## src/rtl/poly_pkg.sv

```systemverilog
// Shared types and helpers for the Horner polynomial evaluator.
package poly_pkg;

  typedef enum logic [1:0] {IDLE, RUN, DONE} state_t;

  // Widest accumulator the saturate helper accepts.
  localparam int MAXW = 128;

  typedef struct packed {
    logic [MAXW-1:0] value;
    logic            ovf;
  } sat_t;

  function automatic int acc_width(input int cw, input int xw, input int degree);
    return cw + degree * xw;
  endfunction

  // Range-check a sign-extended accumulator against a yw-bit signed result.
  // In wrap mode the value passes through and the caller keeps the low bits.
  function automatic sat_t saturate(input logic signed [MAXW-1:0] acc, input int yw,
                                    input logic sat_mode);
    logic signed [MAXW-1:0] hi;
    logic signed [MAXW-1:0] lo;
    sat_t r;
    hi      = $signed((MAXW'(1) << (yw - 1)) - MAXW'(1));
    lo      = ~hi;
    r.value = acc;
    r.ovf   = 1'b0;
    if (acc > hi) begin
      r.ovf = 1'b1;
      if (sat_mode) r.value = hi;
    end else if (acc < lo) begin
      r.ovf = 1'b1;
      if (sat_mode) r.value = lo;
    end
    return r;
  endfunction

endpackage

```

## src/rtl/poly_horner_eval_mac.sv

```systemverilog
// One Horner step: acc*x + c, all at accumulator width.
module poly_mac_step #(
  parameter int ACCW = 32,
  parameter int XW   = 8,
  parameter int CW   = 16
) (
  input  logic signed [ACCW-1:0] i_acc,
  input  logic signed [XW-1:0]   i_x,
  input  logic signed [CW-1:0]   i_c,
  output logic signed [ACCW-1:0] o_res
);

  logic signed [ACCW-1:0] w_x_ext;
  logic signed [ACCW-1:0] w_c_ext;

  assign w_x_ext = {{(ACCW-XW){i_x[XW-1]}}, i_x};
  assign w_c_ext = {{(ACCW-CW){i_c[CW-1]}}, i_c};
  // Low ACCW bits of the product are exact; ACCW is sized so nothing is lost.
  assign o_res   = i_acc * w_x_ext + w_c_ext;

endmodule

```

## src/rtl/poly_horner_eval.sv

```systemverilog
// Signed polynomial evaluator, one Horner multiply-accumulate per clock,
// with wrap/saturate output and overflow flag.
module poly_horner_eval
  import poly_pkg::*;
#(
  parameter int XW     = 8,
  parameter int CW     = 16,
  parameter int YW     = 16,
  parameter int DEGREE = 2,
  localparam int DW    = (DEGREE < 1) ? 1 : $clog2(DEGREE + 1)
) (
  input  logic                        clock,
  input  logic                        reset,
  input  logic signed [XW-1:0]        x,
  input  logic [(DEGREE+1)*CW-1:0]    coef,
  input  logic [DW-1:0]               deg,
  input  logic                        sat,
  input  logic                        enable,
  output logic signed [YW-1:0]        y,
  output logic                        ready,
  output logic                        valid,
  output logic                        ovf
);

  localparam int ACCW = acc_width(CW, XW, DEGREE);

  state_t                     r_state, w_state_next;
  logic [(DEGREE+1)*CW-1:0]   r_coef;
  logic signed [XW-1:0]       r_x;
  logic                       r_sat;
  logic [DW-1:0]              r_idx;
  logic signed [ACCW-1:0]     r_acc;
  logic signed [YW-1:0]       r_y;
  logic                       r_valid;
  logic                       r_ovf;

  logic [DW-1:0]              w_deg_clamp;
  logic [DW-1:0]              w_sel;
  logic signed [CW-1:0]       w_cin  [0:DEGREE];
  logic signed [CW-1:0]       w_creg [0:DEGREE];
  logic signed [CW-1:0]       w_start_c;
  logic signed [ACCW-1:0]     w_mac;
  logic signed [MAXW-1:0]     w_acc_ext;
  sat_t                       w_sat;
  logic                       w_start, w_step, w_finish;
  logic                       unused_sat_bits;

  genvar gi;
  generate
    for (gi = 0; gi <= DEGREE; gi++) begin : g_coef
      assign w_cin[gi]  = coef[gi*CW +: CW];
      assign w_creg[gi] = r_coef[gi*CW +: CW];
    end
  endgenerate

  assign w_deg_clamp = (deg > DW'(DEGREE)) ? DW'(DEGREE) : deg;
  assign w_start_c   = w_cin[w_deg_clamp];
  assign w_sel       = (r_idx == '0) ? '0 : r_idx - 1'b1;

  poly_mac_step #(.ACCW(ACCW), .XW(XW), .CW(CW)) u_mac (
    .i_acc (r_acc),
    .i_x   (r_x),
    .i_c   (w_creg[w_sel]),
    .o_res (w_mac)
  );

  assign w_acc_ext       = {{(MAXW-ACCW){r_acc[ACCW-1]}}, r_acc};
  assign w_sat           = saturate(w_acc_ext, YW, r_sat);
  assign unused_sat_bits = ^w_sat.value[MAXW-1:YW];

  always_ff @(posedge clock or negedge reset) begin
    if (!reset) r_state <= IDLE;
    else        r_state <= w_state_next;
  end

  always_comb begin
    w_state_next = r_state;
    w_start      = 1'b0;
    w_step       = 1'b0;
    w_finish     = 1'b0;
    ready        = 1'b1;
    case (r_state)
      IDLE, DONE: begin
        if (enable) begin
          w_start      = 1'b1;
          w_state_next = RUN;
        end
      end
      RUN: begin
        ready = 1'b0;
        if (r_idx != '0) begin
          w_step = 1'b1;
        end else begin
          w_finish     = 1'b1;
          w_state_next = DONE;
        end
      end
      default: w_state_next = IDLE;
    endcase
  end

  always_ff @(posedge clock or negedge reset) begin
    if (!reset) begin
      r_coef  <= '0;
      r_x     <= '0;
      r_sat   <= 1'b0;
      r_idx   <= '0;
      r_acc   <= '0;
      r_y     <= '0;
      r_valid <= 1'b0;
      r_ovf   <= 1'b0;
    end else if (w_start) begin
      r_coef  <= coef;
      r_x     <= x;
      r_sat   <= sat;
      r_idx   <= w_deg_clamp;
      r_acc   <= {{(ACCW-CW){w_start_c[CW-1]}}, w_start_c};
      r_valid <= 1'b0;
      r_ovf   <= 1'b0;
    end else if (w_step) begin
      r_acc <= w_mac;
      r_idx <= r_idx - 1'b1;
    end else if (w_finish) begin
      r_y     <= w_sat.value[YW-1:0];
      r_ovf   <= w_sat.ovf;
      r_valid <= 1'b1;
    end
  end

  assign y     = r_y;
  assign valid = r_valid;
  assign ovf   = r_ovf;

endmodule

```

## config.mk

```make
export PLATFORM = sky130hd
export DESIGN_NAME = poly_horner_eval
export DESIGN_NICKNAME = d
export VERILOG_FILES = /design/src/rtl/poly_pkg.sv /design/src/rtl/poly_horner_eval_mac.sv /design/src/rtl/poly_horner_eval.sv
export SDC_FILE = /design/constraint.sdc
export NUM_CORES = 1
export LEC_CHECK = 0
export ABC_AREA = 1
export BUFFER_PORTS_ARGS = -buffer_cell sky130_fd_sc_hd__clkbuf_2
export CAP_MARGIN = 10
export CORE_MARGIN = 1.5
export CORE_UTILIZATION = 32
export CTS_BUF_LIST = sky130_fd_sc_hd__clkbuf_8
export DETAILED_ROUTE_END_ITERATION = 10
export PLACE_DENSITY_LB_ADDON = 0.15
export SLEW_MARGIN = 20
export SYNTH_ARGS = -nofsm -noshare
export SYNTH_HDL_FRONTEND = slang
export SYNTH_SLANG_ARGS = --single-unit
```

## constraint.sdc

```tcl
create_clock -name clock -period 7.3 [get_ports clock]
set_input_delay 0.73 -clock clock [delete_from_list [all_inputs] [get_ports clock]]
set_output_delay 0.73 -clock clock [all_outputs]
set_load 0.005 [all_outputs]
```

Word-level counts from Yosys, hierarchy flattened
Index checks and enable logic that the tools add are counted.
{"block": "word_totals", "latch_bits": 0, "ramBits": 0, "out_inout_bits": 19, "rom_bits": 0, "n_memories": 0, "register_bits": 111}
{"block": "classes", "n_reduce_logical": 9, "add_sub_neg": 2, "shifts": 0, "n_lt_le_gt_ge": 5, "n_bitwise": 4, "n_eq_ne": 5, "div": 0, "mux": 32, "n_mul": 1}
{"cell": "16-bit two-way mux", "n": 6}
{"cell": "16-bit binary-select mux with 2-bit select", "n": 2}
{"cell": "32-bit two-way mux", "n": 2}
{"cell": "17-bit two-way mux", "n": 2}
{"cell": "32-bit by 16-bit adder with 32-bit output", "n": 1}
{"cell": "32-bit by 16-bit > comparator with 1-bit output (second input constant)", "n": 1}
{"cell": "32-bit by 16-bit < comparator with 1-bit output (second input constant)", "n": 1}
{"cell": "32-bit by 8-bit multiplier with 32-bit output", "n": 1}
{"cell": "1-bit two-way mux", "n": 13}
{"cell": "2-bit two-way mux", "n": 6}
{"cell": "3-bit >= comparator (second input constant)", "n": 2}
{"cell": "2-bit != test (second input constant)", "n": 3}
{"cell": "2-bit NOT with 3-bit output", "n": 2}
{"cell": "2-bit nonzero test", "n": 3}
{"cell": "2-bit zero test", "n": 2}
{"cell": "2-bit one-hot mux with 2 select lines", "n": 1}
{"cell": "2-bit AND reduction", "n": 2}
{"cell": "3-bit AND reduction", "n": 1}
{"cell": "2-bit by 1-bit equality test with 1-bit output (second input constant)", "n": 1}
{"cell": "2-bit equality test (second input constant)", "n": 1}
{"cell": "2-bit > comparator (second input constant)", "n": 1}
{"cell": "1-bit NOT", "n": 2}
{"cell": "2-bit OR reduction", "n": 1}
{"cell": "2-bit by 1-bit subtractor with 2-bit output (second input constant)", "n": 1}

Logic depth before layout (Yosys ltp)
{"block": "depth", "ltp_word": 9, "ltp_mapped": 29}

By module
From an unflattened synthesis, not the netlist that was laid out.
{"block": "unflattened", "hier_cells": 1779, "area_unflattened_um2": 13417.9}
{"mod": "poly_mac_step", "area_each_um2": 8067.7, "instances": 1, "cells_per_inst": 1088}
{"mod": "poly_horner_eval", "area_each_um2": 5350.1, "instances": 1, "cells_per_inst": 691}

Worst setup path before layout
Ideal clock, no wire load.
{"block": "synth_path", "path_kind": "reg2reg", "from": "register r_idx[0]", "to": "register r_acc[21]", "setup_ns": 0.128, "t_required_ns": 7.172, "path_slack_ns": 2.181, "n_path_buf": 0, "path_stages_with_launch": 24, "synth_period_minus_slack_ns": 5.119, "arrival_ns": 4.991, "path_cell_list": "dfrtp_1 -> inv_1 -> ha_1 -> inv_2 -> nand2_1 -> nand3_2 -> nand2_2 -> inv_1 -> fa_1 -> inv_1 -> fa_1 -> fa_1 -> fa_1 -> ha_1 -> ha_1 -> nand2_1 -> inv_1 -> a21oi_1 -> nor2_1 -> nor2_1 -> nand3_1 -> or2_2 -> nand3_1 -> a22oi_1"}
{"block": "synth_between", "elab_chain_cells": 9}
{"element": "from (decl)", "line_no": "poly_horner_eval.sv:31", "rtl": "logic [DW-1:0] r_idx;"}
{"element": "from (signal assigned)", "line_no": "poly_horner_eval.sv:116", "rtl": "r_idx <= w_deg_clamp;"}
{"element": "from (signal assigned)", "line_no": "poly_horner_eval.sv:122", "rtl": "r_idx <= r_idx - 1'b1;"}
{"element": "2-bit by 1-bit subtractor with 2-bit output or 2-bit zero test (tied branches)", "line_no": "poly_horner_eval.sv:58", "rtl": "assign w_sel = (r_idx == '0) ? '0 : r_idx - 1'b1;"}
{"element": "2-bit two-way mux", "line_no": "poly_horner_eval.sv:58"}
{"element": "2-bit NOT with 3-bit output (not written as such)", "line_no": "poly_horner_eval.sv:63", "rtl": ".i_c (w_creg[w_sel]),"}
{"element": "16-bit binary-select mux with 2-bit select", "line_no": "poly_horner_eval.sv:63"}
{"element": "16-bit two-way mux (not written as such) (2 in a row)", "line_no": "poly_horner_eval.sv:63"}
{"element": "32-bit by 16-bit adder with 32-bit output", "line_no": "poly_horner_eval_mac.sv:19", "rtl": "assign o_res = i_acc * w_x_ext + w_c_ext;"}
{"element": "32-bit two-way mux", "line_no": "poly_horner_eval.sv:120", "rtl": "end else if (w_step) begin"}
{"element": "32-bit two-way mux", "line_no": "poly_horner_eval.sv:112", "rtl": "end else if (w_start) begin"}
{"element": "to (signal assigned)", "line_no": "poly_horner_eval.sv:117", "rtl": "r_acc <= {{(ACCW-CW){w_start_c[CW-1]}}, w_start_c};"}
{"element": "to (signal assigned)", "line_no": "poly_horner_eval.sv:121", "rtl": "r_acc <= w_mac;"}
{"element": "to (decl)", "line_no": "poly_horner_eval.sv:32", "rtl": "logic signed [ACCW-1:0] r_acc;"}
Parallel ways exist; a longest one is shown, timed or not. The select of a mux whose other input is x is not followed.
A chain may end at the register's enable or synchronous reset.

Worst setup path after layout
Ends and elaborated chain as after synthesis.

==> flow_summary.ini <==
[worst_setup_path]
cp-end-kind = flip-flop
path_max_fanout = 16
required_ns = 7.59
path_class = flip-flop to flip-flop
start_kind = flip-flop
crit_arrival_ns = 6.60

[routing]
via_per_inst = 4.840
first_pass_iters = 8
num_vias = 11010
drc = 3
drt_iter0_markers = 755
routedWlPerCell_um = 17.75
wirelength_um = 40370
final_antenna_net_count = 0

[logic_synthesis]
synth_cell_types = 49
async_reset_ff_frac = 1.000
syn_area_um2 = 13380
synth-edff-count = 0
yosys_warnings = 0
syn_nets = 2038
synth.most_common_cell = nand2_1
netlist.area_leader.share = 0.2798
ys.flop_type = dfrtp_1
synth-seq-cells = 111
yosysTopAreaCell = fa_1
synth.yosys.seq_area_share = 0.2076
syn_avg_cell_area_um2 = 7.787
synthTopCellsByArea = fa_1, dfrtp_1, nand2_1
synth_common_cells = nand2_1, inv_1, fa_1, dfrtp_1, nor2_1
netlist_instances = 1718

[run]
drv_cap = 0

[die]
fp.dieW_um = 207.5
start_util = 0.3262
dieHeight_um = 207.5
die_area_um2 = 43040
num_rows = 74
io_pins = 81
core_area_um2 = 41020

[finish]
final_cells = 2274
area_delta_synth_final_pct = 7.660
fillers = 4425
drive_above_1_share = 0.09070
diodes = 0
nets = 2057
final_util = 0.3511

[clock_network]
clock_latency_ns = 0.43
clkSlewWorstSetupHoldPaths_ns = 0.13
cts.sink_count = 111
cts_buffers = 9
cts_tree = yes
root_buffer = clkbuf_8
hold_buffers = 0
ctsResizeCount = 0
cts.path.max_buffers = 2
cts_setup_buffers = 0
h-tree-depth = 3

[placed_design]
numPortBuffers = 80
placedCellCount = 2257
routabilityCongestion = 0.9034
place_hpwl_um = 31440
dp_slack_ns = 1.023

[global_routing]
overflow = 0
grt_pass1_wl_um = 66130
grt_max_degree = 69
grtUsageTotal = 0.1973
antenna_found_initial = 0
first_global_vias = 11480

[timing]
max-slew-margin-rel = 0.3105
setup_viol = 0
hold_violations = 0
period_share = 0.8635
fin_tns_setup_ns = 0
rsz0062_at_grt = no
fin_skew_ns = 0.02731
worstMarginPinSlew_ns = 1.034
report.final.slew_viol_count = 0
fin_ws_ns = 0.9966
fmax_ghz = 0.1586
period_needed_ns = 6.303

[worst_hold_path]
min_path_type = input pin to async pin

[outcome]
status = complete, but fails checks
failed_checks = design-rule violations
## metal layers
| metal | track usage | routed length [um] |
|---|---|---|
| met1 | 0.2945 | 20100 |
| met2 | 0.3045 | 17740 |
| met3 | 0.02799 | 1977 |
| met4 | 0.03676 | 547 |
| met5 | 0 | 0 |
## cells in the final DEF, fill, tap and decap left out, types with 3 or more instances in the layout
master     count
inv_2          6
nor4_1         4
inv_1        321
a2bb2oi_1     18
nand3_1       52
a21oi_1       67
clkbuf_2      79
o21ai_0       92
nand4_1       14
nor3_1         4
nor2_4         3
nor2_1        96
or2_2          6
nand2_1      488
o21ai_1        5
buf_4         17
a21oi_2        4
or2_1          4
fa_1         187
a22oi_1        4
o211ai_1      13
o21bai_1       3
inv_8          3
nand3b_1       4
nand2_2        6
ha_1          71
clkbuf_8       9
a2bb2oi_2     10
dfrtp_1      111
a31oi_1       10
## final timing paths
path                            start    endpoint  slack [ns]  depth (start not counted)
min                             reset   r_coef[4]        0.44                          1
min reg2reg                r_coef[24]  r_coef[24]        0.49                          2
max in group asynchronous       reset   r_coef[1]        5.63                          2
max                          r_idx[0]   r_acc[21]         1.0                         22
max reg2reg                  r_idx[0]   r_acc[21]         1.0                         22
min in group clock         r_coef[24]  r_coef[24]        0.49                          2
## layout make-up
type,instances,area (um^2),area share
Inverter,328,1232,0.08557
Timing Repair Buffer,97,550.5,0.03822
Clock buffer,9,123.9,0.008600
Tap cell,532,665.6,0.04622
Sequential cell,111,2778,0.1929
Clock inverter,7,82.58,0.005734
Multi-Input combinational cell,1190,8970,0.6228
## registers in the layout, indices dropped and copies added (netlist names)
register  cells
r_state       2
r_idx         2
valid         1
r_x           8
r_acc        32
r_sat         1
r_coef       48
ovf           1
y            16
## worst max-delay path, stage by stage (launching register included)
cell and delay [ns]:
dfrtp_1 0.37, inv_1 0.09, ha_1 0.31, buf_4 0.21, inv_2 0.22, nand2_1 0.10
nand3_2 0.09, nand2_2 0.08, inv_1 0.63, fa_1 0.55, inv_1 0.09, fa_1 0.44
fa_1 0.57, fa_1 0.44, ha_1 0.29, ha_1 0.35, a21oi_1 0.36, o21ai_0 0.18
nor2_1 0.17, nand3_1 0.13, or2_2 0.29, nand3_1 0.10, a22oi_1 0.09
## cell families (layout without fill, tap and decap cells)
| family | count (synthesis) | in the layout | synth area share |
|---|---|---|---|
| buffers and inverters | 417 | 441 | 0.1224 |
| flip-flops | 111 | 111 | 0.2076 |
| XOR/XNOR | 2 | 2 | 0.001310 |
| AO/OA/AOI/OAI | 235 | 235 | 0.1081 |
| AND/OR/NAND/NOR | 695 | 695 | 0.2143 |
| adder cells (fa/ha/maj) | 258 | 258 | 0.3462 |
## per-stage QoR
| step | hold slack, ns | area, um^2 |
|---|---|---|
| floorplan | 0.4344 | 13380 |
| global placement | 0.4509 | 14170 |
| detailed placement | 0.4557 | 14170 |
| CTS | 0.4590 | 14380 |
| global route | 0.4992 | 14400 |
| finish | 0.4404 | 14400 |
Power is left out: the tool's default activity adds up to more than one toggle a clock period on the data nets, which glitch-free logic cannot reach.
